**src/rtl/count_down_32_pkg.sv**
```systemverilog
// Shared core definitions for the loadable down-counter and the
// multdiv control that drives it.
package count_down_32_pkg;

    localparam int CNT_WIDTH     = 5;
    localparam int MULTDIV_ITERS = 31;

    typedef enum logic [1:0] {
        ST_IDLE = 2'b00,
        ST_RUN  = 2'b01,
        ST_DONE = 2'b10
    } cd_state_e;

    // IDLE and DONE both accept a new start (DONE gives back-to-back runs).
    function automatic logic is_accepting(input cd_state_e s);
        return (s == ST_IDLE) || (s == ST_DONE);
    endfunction

endpackage

```
**src/rtl/count_down_32_if.sv**
```systemverilog
// Start/busy/done handshake bundle between multdiv control (master)
// and the down-counter (slave).
interface count_down_32_if
    import count_down_32_pkg::*;
#(
    parameter int WIDTH = CNT_WIDTH
) ();

    logic             start;
    logic [WIDTH-1:0] load_val;
    logic             stall;
    logic             abort;
    logic [WIDTH-1:0] count;
    logic             busy;
    logic             done;
    logic             last;

    modport master (
        output start,
        output load_val,
        output stall,
        output abort,
        input  count,
        input  busy,
        input  done,
        input  last
    );

    modport slave (
        input  start,
        input  load_val,
        input  stall,
        input  abort,
        output count,
        output busy,
        output done,
        output last
    );

endinterface

```
**src/rtl/count_down_32_down_reg.sv**
```systemverilog
// WIDTH-bit register with synchronous clear, load and saturating
// decrement; priority clear > load > dec.
module down_reg #(
    parameter int WIDTH = 5
) (
    input  logic             i_clk,
    input  logic             i_clr_n,
    input  logic             i_load,
    input  logic [WIDTH-1:0] i_d,
    input  logic             i_dec,
    output logic [WIDTH-1:0] o_q
);

    logic [WIDTH-1:0] r_q;

    // Decrement stops at zero: the count never wraps to all-ones.
    always_ff @(posedge i_clk) begin
        if (!i_clr_n) begin
            r_q <= '0;
        end else if (i_load) begin
            r_q <= i_d;
        end else if (i_dec && (r_q != '0)) begin
            r_q <= r_q - WIDTH'(1);
        end
    end

    assign o_q = r_q;

endmodule

```
**src/rtl/count_down_32.sv**
```systemverilog
// Loadable down-counter with start/busy/done handshake, stall and
// abort; terminates multi-cycle multdiv operations.
module count_down_32
    import count_down_32_pkg::*;
#(
    parameter int WIDTH = CNT_WIDTH
) (
    input  logic           i_clock,
    input  logic           i_reset,
    count_down_32_if.slave bus
);

    cd_state_e        r_state;
    cd_state_e        w_state_nxt;
    logic [WIDTH-1:0] w_count;
    logic             w_accept;
    logic             w_is_one;
    logic             w_clr_n;
    logic             w_load;
    logic             w_dec;

    assign w_accept = is_accepting(r_state) && bus.start;
    assign w_is_one = (w_count == WIDTH'(1));

    always_ff @(posedge i_clock) begin
        if (!i_reset) begin
            r_state <= ST_IDLE;
        end else begin
            r_state <= w_state_nxt;
        end
    end

    always_comb begin
        w_state_nxt = ST_IDLE;
        if (w_accept) begin
            w_state_nxt = (bus.load_val == '0) ? ST_DONE : ST_RUN;
        end else begin
            unique case (r_state)
                ST_RUN: begin
                    if (bus.abort) begin
                        w_state_nxt = ST_IDLE;
                    end else if (bus.stall) begin
                        w_state_nxt = ST_RUN;
                    end else if (w_count <= WIDTH'(1)) begin
                        w_state_nxt = ST_DONE;
                    end else begin
                        w_state_nxt = ST_RUN;
                    end
                end
                default: w_state_nxt = ST_IDLE;
            endcase
        end
    end

    // Abort reuses the register clear so the count returns to zero.
    always_comb begin
        w_clr_n  = i_reset;
        w_load   = 1'b0;
        w_dec    = 1'b0;
        bus.count = w_count;
        bus.busy  = (r_state == ST_RUN);
        bus.done  = (r_state == ST_DONE);
        bus.last  = (r_state == ST_RUN) && w_is_one;
        unique case (r_state)
            ST_RUN: begin
                if (bus.abort) begin
                    w_clr_n = 1'b0;
                end else if (!bus.stall) begin
                    w_dec = 1'b1;
                end
            end
            ST_IDLE, ST_DONE: begin
                w_load = bus.start;
            end
            default: begin
                w_clr_n = 1'b0;
            end
        endcase
    end

    down_reg #(
        .WIDTH (WIDTH)
    ) u_down_reg (
        .i_clk   (i_clock),
        .i_clr_n (w_clr_n),
        .i_load  (w_load),
        .i_d     (bus.load_val),
        .i_dec   (w_dec),
        .o_q     (w_count)
    );

endmodule

```
**src/flat_wrapper.sv**
```systemverilog
// flat-port wrapper written by rule: the top's interface ports become plain ports
module count_down_32_flat import count_down_32_pkg::*;
#(
    parameter int WIDTH = CNT_WIDTH
)
  (i_clock, i_reset, bus_start, bus_load_val, bus_stall, bus_abort, bus_count, bus_busy, bus_done, bus_last);
  count_down_32_if #(.WIDTH(WIDTH)) bus_i ();
  input  logic i_clock;
  input  logic i_reset;
  input wire logic [$bits(bus_i.start)-1:0] bus_start;
  input wire logic [$bits(bus_i.load_val)-1:0] bus_load_val;
  input wire logic [$bits(bus_i.stall)-1:0] bus_stall;
  input wire logic [$bits(bus_i.abort)-1:0] bus_abort;
  output wire logic [$bits(bus_i.count)-1:0] bus_count;
  output wire logic [$bits(bus_i.busy)-1:0] bus_busy;
  output wire logic [$bits(bus_i.done)-1:0] bus_done;
  output wire logic [$bits(bus_i.last)-1:0] bus_last;
  assign bus_i.start = bus_start;
  assign bus_i.load_val = bus_load_val;
  assign bus_i.stall = bus_stall;
  assign bus_i.abort = bus_abort;
  assign bus_count = bus_i.count;
  assign bus_busy = bus_i.busy;
  assign bus_done = bus_i.done;
  assign bus_last = bus_i.last;
  count_down_32 #(.WIDTH(WIDTH)) u_core (.i_clock(i_clock), .i_reset(i_reset), .bus(bus_i));
endmodule
```
**config.mk**
```make
export PLATFORM = sky130hd
export DESIGN_NAME = count_down_32_flat
export DESIGN_NICKNAME = d
export VERILOG_FILES = /design/src/rtl/count_down_32_pkg.sv /design/src/rtl/count_down_32_if.sv /design/src/rtl/count_down_32_down_reg.sv /design/src/rtl/count_down_32.sv /design/src/flat_wrapper.sv
export SDC_FILE = /design/constraint.sdc
export NUM_CORES = 1
export LEC_CHECK = 0
export ABC_AREA = 0
export BUFFER_PORTS_ARGS = -buffer_cell sky130_fd_sc_hd__buf_4
export CORE_AREA = 2 2 39 41
export DETAILED_ROUTE_END_ITERATION = 10
export DIE_AREA = 0 0 41 43
export GPL_TIMING_DRIVEN = 0
export PLACE_DENSITY = 0.65
export SLEW_MARGIN = 20
export SYNTH_ARGS = -nofsm -noshare
export SYNTH_HDL_FRONTEND = slang
export SYNTH_SLANG_ARGS = --single-unit
```
**constraint.sdc**
```tcl
create_clock -name i_clock -period 2.2 [get_ports i_clock]
set_clock_uncertainty 0.1 [all_clocks]
set_input_delay 0.22 -clock i_clock [delete_from_list [all_inputs] [get_ports i_clock]]
set_output_delay 0.22 -clock i_clock [all_outputs]
set_load 0.1 [all_outputs]
```
* Word level (Yosys, flattened, before mapping)
Index checks and enable logic that the tools add are counted.
** Word-level totals
- Register bits :: 7
- Input port bits :: 10
- Output and inout bits :: 8
** Operators by class
- Add/subtract/negate cells :: 1
- Magnitude comparators :: 1
- Equal/unequal tests :: 3
- Mux-type cells :: 14
- Reductions and logical operators :: 9
** Operators by type and width (count)
- $mux W2 :: 6
- $mux W5 :: 2
- $eq A5 B1 Y1 const B :: 1
- $le A5 B1 Y1 const B :: 1
- $logic_not A5 Y1 :: 1
- $mux W1 :: 5
- $reduce_bool A5 Y1 :: 1
- $sub A5 B1 Y5 const B :: 1
- $logic_and A1 B1 Y1 :: 3
- $eq A2 B1 Y1 const B :: 1
- $eq A2 B2 Y1 const B :: 1
- $logic_not A2 Y1 :: 1
- $pmux W1 S2 :: 1
- $reduce_bool A2 Y1 :: 1
- $reduce_or A2 Y1 :: 1
- $logic_or A1 B1 Y1 :: 1

* Longest topological paths before layout
Gate-level depths: netlist of the first run.
- Depth after elaboration :: 6
- Depth in mapped cells :: 6
- Gate-level depth less buffers :: 6

* Modules after synthesis
Synthesis of the first run repeated with hierarchy kept, for this count alone.
** Second synthesis, totals
- Cells, all modules :: 57
- Area, all modules :: 449.2 um2
** By module, submodules not included
- down_reg :: times used 1, cells an instance 38, area an instance 292.8 um2, seq. area each 100.1 um2
- count_down_32 :: times used 1, cells an instance 19, area an instance 156.4 um2, seq. area each 40.0 um2

* Worst setup path after synthesis of the first run
OpenSTA, ideal clock, no wires.
- Path kind :: flip-flop to flip-flop
- Start :: reg u_core.u_down_reg.r_q[0], in the netlist u_core.u_down_reg.o_q[0]
- End :: reg u_core.u_down_reg.r_q[2], in the netlist u_core.u_down_reg.o_q[2]
- Setup time :: 0.116 ns
- Arrival time :: 2.446 ns
- Data required time :: 1.984 ns
- Slack :: -0.463 ns
- Stages on the path, launching flop included :: 6
- Path buffers :: 0
- Period minus slack after synthesis :: 2.663 ns
- Path through :: dfxtp_1 -> inv_1 -> ha_1 -> a2111oi_4 -> mux2_4 -> o21a_1
** On the way
- Word-level cells in the longest chain between the ends :: 3
- Elaborated cells on any way between the ends :: 6
- Those cells by class :: add/sub: 1; mux: 2; reduce/logical: 3
** Ends and longest elaborated chain
- start, declared :: line count_down_32_down_reg.sv:14 : logic [WIDTH-1:0] r_q;
- start signal, assigned :: line count_down_32_down_reg.sv:21 : r_q <= i_d;
- start signal, assigned :: line count_down_32_down_reg.sv:23 : r_q <= r_q - WIDTH'(1);
- $sub A5 B1 Y5 / $reduce_bool A5 Y1 (equally long branches) :: line count_down_32_down_reg.sv:23, count_down_32_down_reg.sv:22
- $mux W5 / $logic_and A1 B1 Y1 (equally long branches) :: line count_down_32_down_reg.sv:22 : end else if (i_dec && (r_q != '0)) begin
- $mux W5 / $reduce_bool A2 Y1 (equally long branches)
Several ways; a longest one is shown, not always the timed one. The select of a mux whose other input is x is not followed.
A chain may end at the register's enable or synchronous reset.

* Final worst setup path of the first run
Ends and elaborated chain as after synthesis.

==> flow_summary.ini, run 1 <==
[route]
viasPerCell = 5.16
wl_per_cell_um = 11.8
drt_iter0_markers = 5
antenna_left = 0
route.vias.total = 475
drc_errors = 0
firstDrtPassIters = 4
routed_wl_mm = 1.08

[setup_path]
crit_type = reg2reg
ff2ff_path_depth = 5
end_kind = register
arrival_ps = 2030
worstSetupStartpointType = register
worstPathRequired_ps = 2240
regToRegStartpoint = u_core.u_down_reg.o_q[0]
r2r_slack_ps = 210
worst_r2r_endpoint = u_core.u_down_reg.o_q[2]
cp_max_fo = 10

[synthesis]
synth-seq-cells = 7
syn_nets = 68
synth.distinct_cells = 29
yosysWarnings = 0
synthCells = 55
synthesis.area_sq_um = 488
ys_seq_area_frac = 0.287
avgSynthCellArea_sq_um = 8.87

[timing]
rsz0062_at_grt = false
worst_slew_pin_slew_ps = 643
fin_crit_ps = 1990
hold_violations = 0
fmax_mhz = 503
tns_ps = 0
relSlewSlack = 0.572
min_period_over_period = 0.904
whs_ps = 99.3
setup_violations = 0
slew_violations = 0

[grt]
grt_usage = 0.154
antenna_found_initial = 0
grt-ovfl-total = 0
grt_pass1_wl_mm = 1.84
first_global_vias = 447
grt_max_degree = 11

[clock_network]
cts_setup_buffers = 0
ctsHoldBuffers = 0
cts_tree = yes
cts_resized = 0
cts.sinks = 7
path_clk_slew_ps = 50
cts_root_buffer = clkbuf_4
clk_latency_ps = 250
cts_buffers = 3
htree_num_levels = 1
cts_buffer_depth = 2

[worst_hold_path]
hold_depth = 2
hold_end = u_core.r_state[1]
hold_class = in2reg
min_from = i_reset

[layout]
finish.instance_area_sq_um = 673
multiInputGateArea_sq_um = 333
num_antenna_cells = 0
final.fill_count = 149
drive_above_1_share = 0.408
nNetsFinal = 90
area_growth_pct = 37.9
fin_util = 0.486
regArea_sq_um = 151

[floorplanning]
core-area_sq_um = 1380
die-area_sq_um = 1760
io_pins = 18
initial_core_util = 0.353
chipHeight_um = 43
die_w_um = 41
num_rows = 14

[power]
power.density_nw_per_um2 = 669
finalPower_uw = 450
power.leakage_nw = 0.292
ir_worst_vdd_uv = 328

[outcome]
status = finished clean

[placed_design]
port_buffers = 17
dpl_cell_area_sq_um = 647
gp_congestion = 0.767
hpwl_um = 889

[run]
drv_cap = 0
==> metrics by stage <==
| step | worst slack, ps | std cells |
|---|---|---|
| final | 211 | 92 |
| after global routing | 112 | 92 |
| after CTS | 195 | 92 |
| after detailed placement | 188 | 88 |
| after global placement | 228 | 88 |
| after floorplan | 71.7 | 55 |
==> per-layer routing <==
layer	GRT usage	routed length (um)
met1	0.211	496
met2	0.209	508
met3	0.0314	68
met4	0.100	8
met5	0	0
==> final cells by class <==
type | instances | area share
clock buffer | 4 | 0.0390
inverter | 4 | 0.0223
multi-input combinational | 44 | 0.494
sequential | 7 | 0.225
tap | 16 | 0.0297
timing repair buffer | 17 | 0.190
==> cells in the mapped netlist (all sizes together) <==
library cell / instances / share of area
o21ai: 1 / 0.010
dfxtp: 7 / 0.29
nor2: 5 / 0.038
o32ai: 1 / 0.018
a21oi: 1 / 0.010
and2b: 1 / 0.015
nor3: 5 / 0.062
a2bb2oi: 1 / 0.018
o21a: 1 / 0.015
and2: 1 / 0.013
nor3b: 1 / 0.015
inv: 4 / 0.031
nor2b: 2 / 0.026
o211ai: 2 / 0.031
nand3b: 1 / 0.015
ha: 3 / 0.077
nand2b: 2 / 0.041
nand2: 6 / 0.046
a2111oi: 2 / 0.087
xor2: 2 / 0.036
a211oi: 1 / 0.015
a31oi: 1 / 0.013
and3: 1 / 0.015
a22oi: 1 / 0.015
mux2: 1 / 0.031
a311oi: 1 / 0.018
==> worst max-delay path, stage by stage, from the launching register on <==
cell and delay, ps:
dfxtp_4 370, inv_1 60, ha_1 230, a2111oi_4 610, mux2_4 350, o21a_1 160
==> flip-flops by register name (all words and copies together) (netlist names) <==
name,cells
u_core.u_down_reg.o_q,5
u_core.r_state,2
==> cells by family after synthesis <==
logic type | Yosys count | synth area share
DFF | 7 | 0.287
adders and majority gates | 3 | 0.0769
buffers and inverters | 4 | 0.0308
AOI/OAI and AO/OA | 13 | 0.251
and+or+nand+nor | 25 | 0.287
xor gates and xnor gates | 2 | 0.0359
muxes | 1 | 0.0308
==> layout by cell type (no fill, tap or decap), types with 3 or more instances in the layout <==
cell type	Yosys	final
buf_4	0	17
clkbuf_4	0	3
dfxtp_2	0	3
ha_1	3	3
inv_1	4	4
nand2_1	6	6
nor2_1	5	5
nor3_1	4	4
==> worst max-delay path by stage <==
| stage | startpoint | end | slack [ps] | cells past startpoint |
|---|---|---|---|---|
| 3_5_place_dp | u_core.u_down_reg.o_q[0] | u_core.u_down_reg.o_q[2] | 190 | 5 |
| 5_1_grt | u_core.u_down_reg.o_q[0] | u_core.u_down_reg.o_q[2] | 110 | 5 |
| 2_1_floorplan | u_core.u_down_reg.o_q[3] | u_core.u_down_reg.o_q[2] | 70 | 4 |
| 4_1_cts | u_core.u_down_reg.o_q[0] | u_core.u_down_reg.o_q[2] | 200 | 5 |
| 3_3_place_gp | u_core.u_down_reg.o_q[0] | u_core.u_down_reg.o_q[2] | 230 | 5 |
| 6_report | u_core.u_down_reg.o_q[0] | u_core.u_down_reg.o_q[2] | 210 | 5 |
==> report_power, final <==
part / internal (mW) / switching (mW) / total (mW)
combinational: 0.0579 / 0.123 / 0.181
clock: 0.0693 / 0.0484 / 0.118
sequential: 0.138 / 0.0141 / 0.152
total: 0.265 / 0.185 / 0.450
Note: power is estimated with default switching activity, not from simulation.
==> run 2: changes to the inputs <==
--- a/config.mk
+++ b/config.mk
@@ -7,9 +7,9 @@
 export LEC_CHECK = 0
 export ABC_AREA = 0
 export BUFFER_PORTS_ARGS = -buffer_cell sky130_fd_sc_hd__buf_4
-export CORE_AREA = 2 2 39 41
+export CORE_AREA = 4 4 41 43
 export DETAILED_ROUTE_END_ITERATION = 10
-export DIE_AREA = 0 0 41 43
+export DIE_AREA = 0 0 45 47
 export GPL_TIMING_DRIVEN = 0
 export PLACE_DENSITY = 0.65
 export SLEW_MARGIN = 20
==> constraint.sdc (replaced) <==
create_clock -name i_clock -period 1.9 [get_ports i_clock]
set_clock_uncertainty 0.1 [all_clocks]
set_input_delay 0.19 -clock i_clock [delete_from_list [all_inputs] [get_ports i_clock]]
set_output_delay 0.19 -clock i_clock [all_outputs]
set_load 0.1 [all_outputs]
==> run 2 against run 1 <==
  * Routed wire length up 8.0%
  * Worst hold slack worse by 31 ps
  * First-iteration DRC count rose by 80%
  * Sequential power up 16%
  * Sequential share of layout area down 0.52 points
  * Via count up 2.1%
==> flow_summary.ini, run 2 (synthesis gave the netlist of run 1 again) <==
[placed_design]
gp_congestion = 0.709
dpl_cell_area_sq_um = 674
hpwl_um = 920
port_buffers = 17

[layout]
layout_common_cells = buf_4 (20), nand2_1 (6), nor2_1 (5), dfxtp_4 (5), nor3_1 (4)
final.fill_count = 128
multiInputGateArea_sq_um = 345
fin_util = 0.556
area_growth_pct = 48.2
layout_commonest_cell = buf_4
drive_above_1_share = 0.481
finish.instance_area_sq_um = 723
nNetsFinal = 93
largest_reg_flops = 5
num_antenna_cells = 0
regArea_sq_um = 159

[floorplanning]
initial_core_util = 0.375
io_pins = 18
die-area_sq_um = 2120
die_w_um = 45
core-area_sq_um = 1300
num_rows = 13
chipHeight_um = 47

[timing]
tns_ps = 0
slew_violations = 0
setup_violations = 0
fmax_mhz = 564
min_period_over_period = 0.933
fin_crit_ps = 1770
worst_slew_pin_slew_ps = 432
rsz0062_at_grt = false
whs_ps = 68.1
hold_violations = 0
relSlewSlack = 0.712

[clock_network]
cts_buffer_depth = 2
cts_resized = 0
htree_num_levels = 1
clk_latency_ps = 250
cts_buffers = 3
ctsHoldBuffers = 0
path_clk_slew_ps = 50
cts.sinks = 7
cts_tree = yes
cts_root_buffer = clkbuf_4

[grt]
grt_usage = 0.129
grt_max_degree = 11
grt_pass1_wl_mm = 1.89
grt-ovfl-total = 0
antenna_found_initial = 0
first_global_vias = 451

[route]
antenna_left = 0
drc_errors = 0
route.vias.total = 485
firstDrtPassIters = 4
viasPerCell = 5.16
routed_wl_mm = 1.17
drt_iter0_markers = 9
wl_per_cell_um = 12.4

[power]
power.leakage_nw = 0.303
ir_worst_vdd_uv = 402
power.density_nw_per_um2 = 735

[setup_path]
slowest_stage = a2111oi_4
crit_type = reg2reg
end_kind = register
worstPathRequired_ps = 1950
arrival_ps = 1820
worstSetupStartpointType = register
crit_family = compound AO/OA/AOI/OAI gates
crit_chain = inv_4, ha_4, a2111oi_4, mux2_4, o21a_1
r2r_slack_ps = 130
critPathMaxStageDelay_ps = 480
cp_max_fo = 7
path_buf_inv = 1

[outcome]
status = finished clean

[run]
drv_cap = 0

[worst_hold_path]
hold_class = in2reg
==> run 2: cell types whose count changed in the layout (fill, tap and decap cells not counted), sizes merged <==
cell      previous run  this run
buf                 17        20
inv                  4         3
clkinvlp             0         1
==> run 2: final timing paths <==
kind | to | start | cells after the start
max | u_core.u_down_reg.o_q[2] | u_core.u_down_reg.o_q[0] | 5
min | u_core.r_state[1] | i_reset | 2
max reg2reg | u_core.u_down_reg.o_q[2] | u_core.u_down_reg.o_q[0] | 5
min reg2reg | u_core.u_down_reg.o_q[0] | u_core.u_down_reg.o_q[0] | 1
==> run 2: per-stage QoR <==
| stage | total power, mW | instances | setup WS [ps] |
|---|---|---|---|
| final | 0.532 | 94 | 127 |
| after global routing | 0.566 | 94 | 46.0 |
| after global placement | 0.397 | 87 | -29.5 |
| after detailed placement | 0.399 | 87 | -42.1 |
| after CTS | 0.535 | 91 | 1.71 |
| after floorplan | 0.345 | 55 | -145 |
==> run 2: worst register-to-register path: cells and delay by family (launching register included) <==
family / cells / cell delay [ps]
multiplexers: 1 / 340
buffers and inverters: 1 / 50
flip-flops: 1 / 390
AO/OA/AOI/OAI: 2 / 640
adder cells (fa/ha/maj): 1 / 150
==> run 2: metal layers <==
layer | up-vias | global-route usage | routed length (um)
li1 | 251 | - | -
met1 | 213 | 0.148 | 519
met2 | 19 | 0.203 | 543
met3 | 2 | 0.0421 | 92
met4 | 0 | 0.0877 | 11
met5 | - | 0 | 0
==> run 2: cell type report <==
type,instances,area share
clock buffer,4,0.0363
inverter,4,0.0329
multi-input combinational,44,0.478
sequential,7,0.220
tap,15,0.0260
timing repair buffer,20,0.208
==> run 2: repair_timing <==
action | in CTS | in global routing
endpoints found under the setup margin | 1 | 1
setup buffers | 0 | 3
pin swaps | 1 | 1
==> run 2: power by group <==
group          total, mW  internal, mW  switching, mW
Combinational      0.220        0.0746          0.145
Sequential         0.177         0.158         0.0188
Clock              0.135        0.0801         0.0549
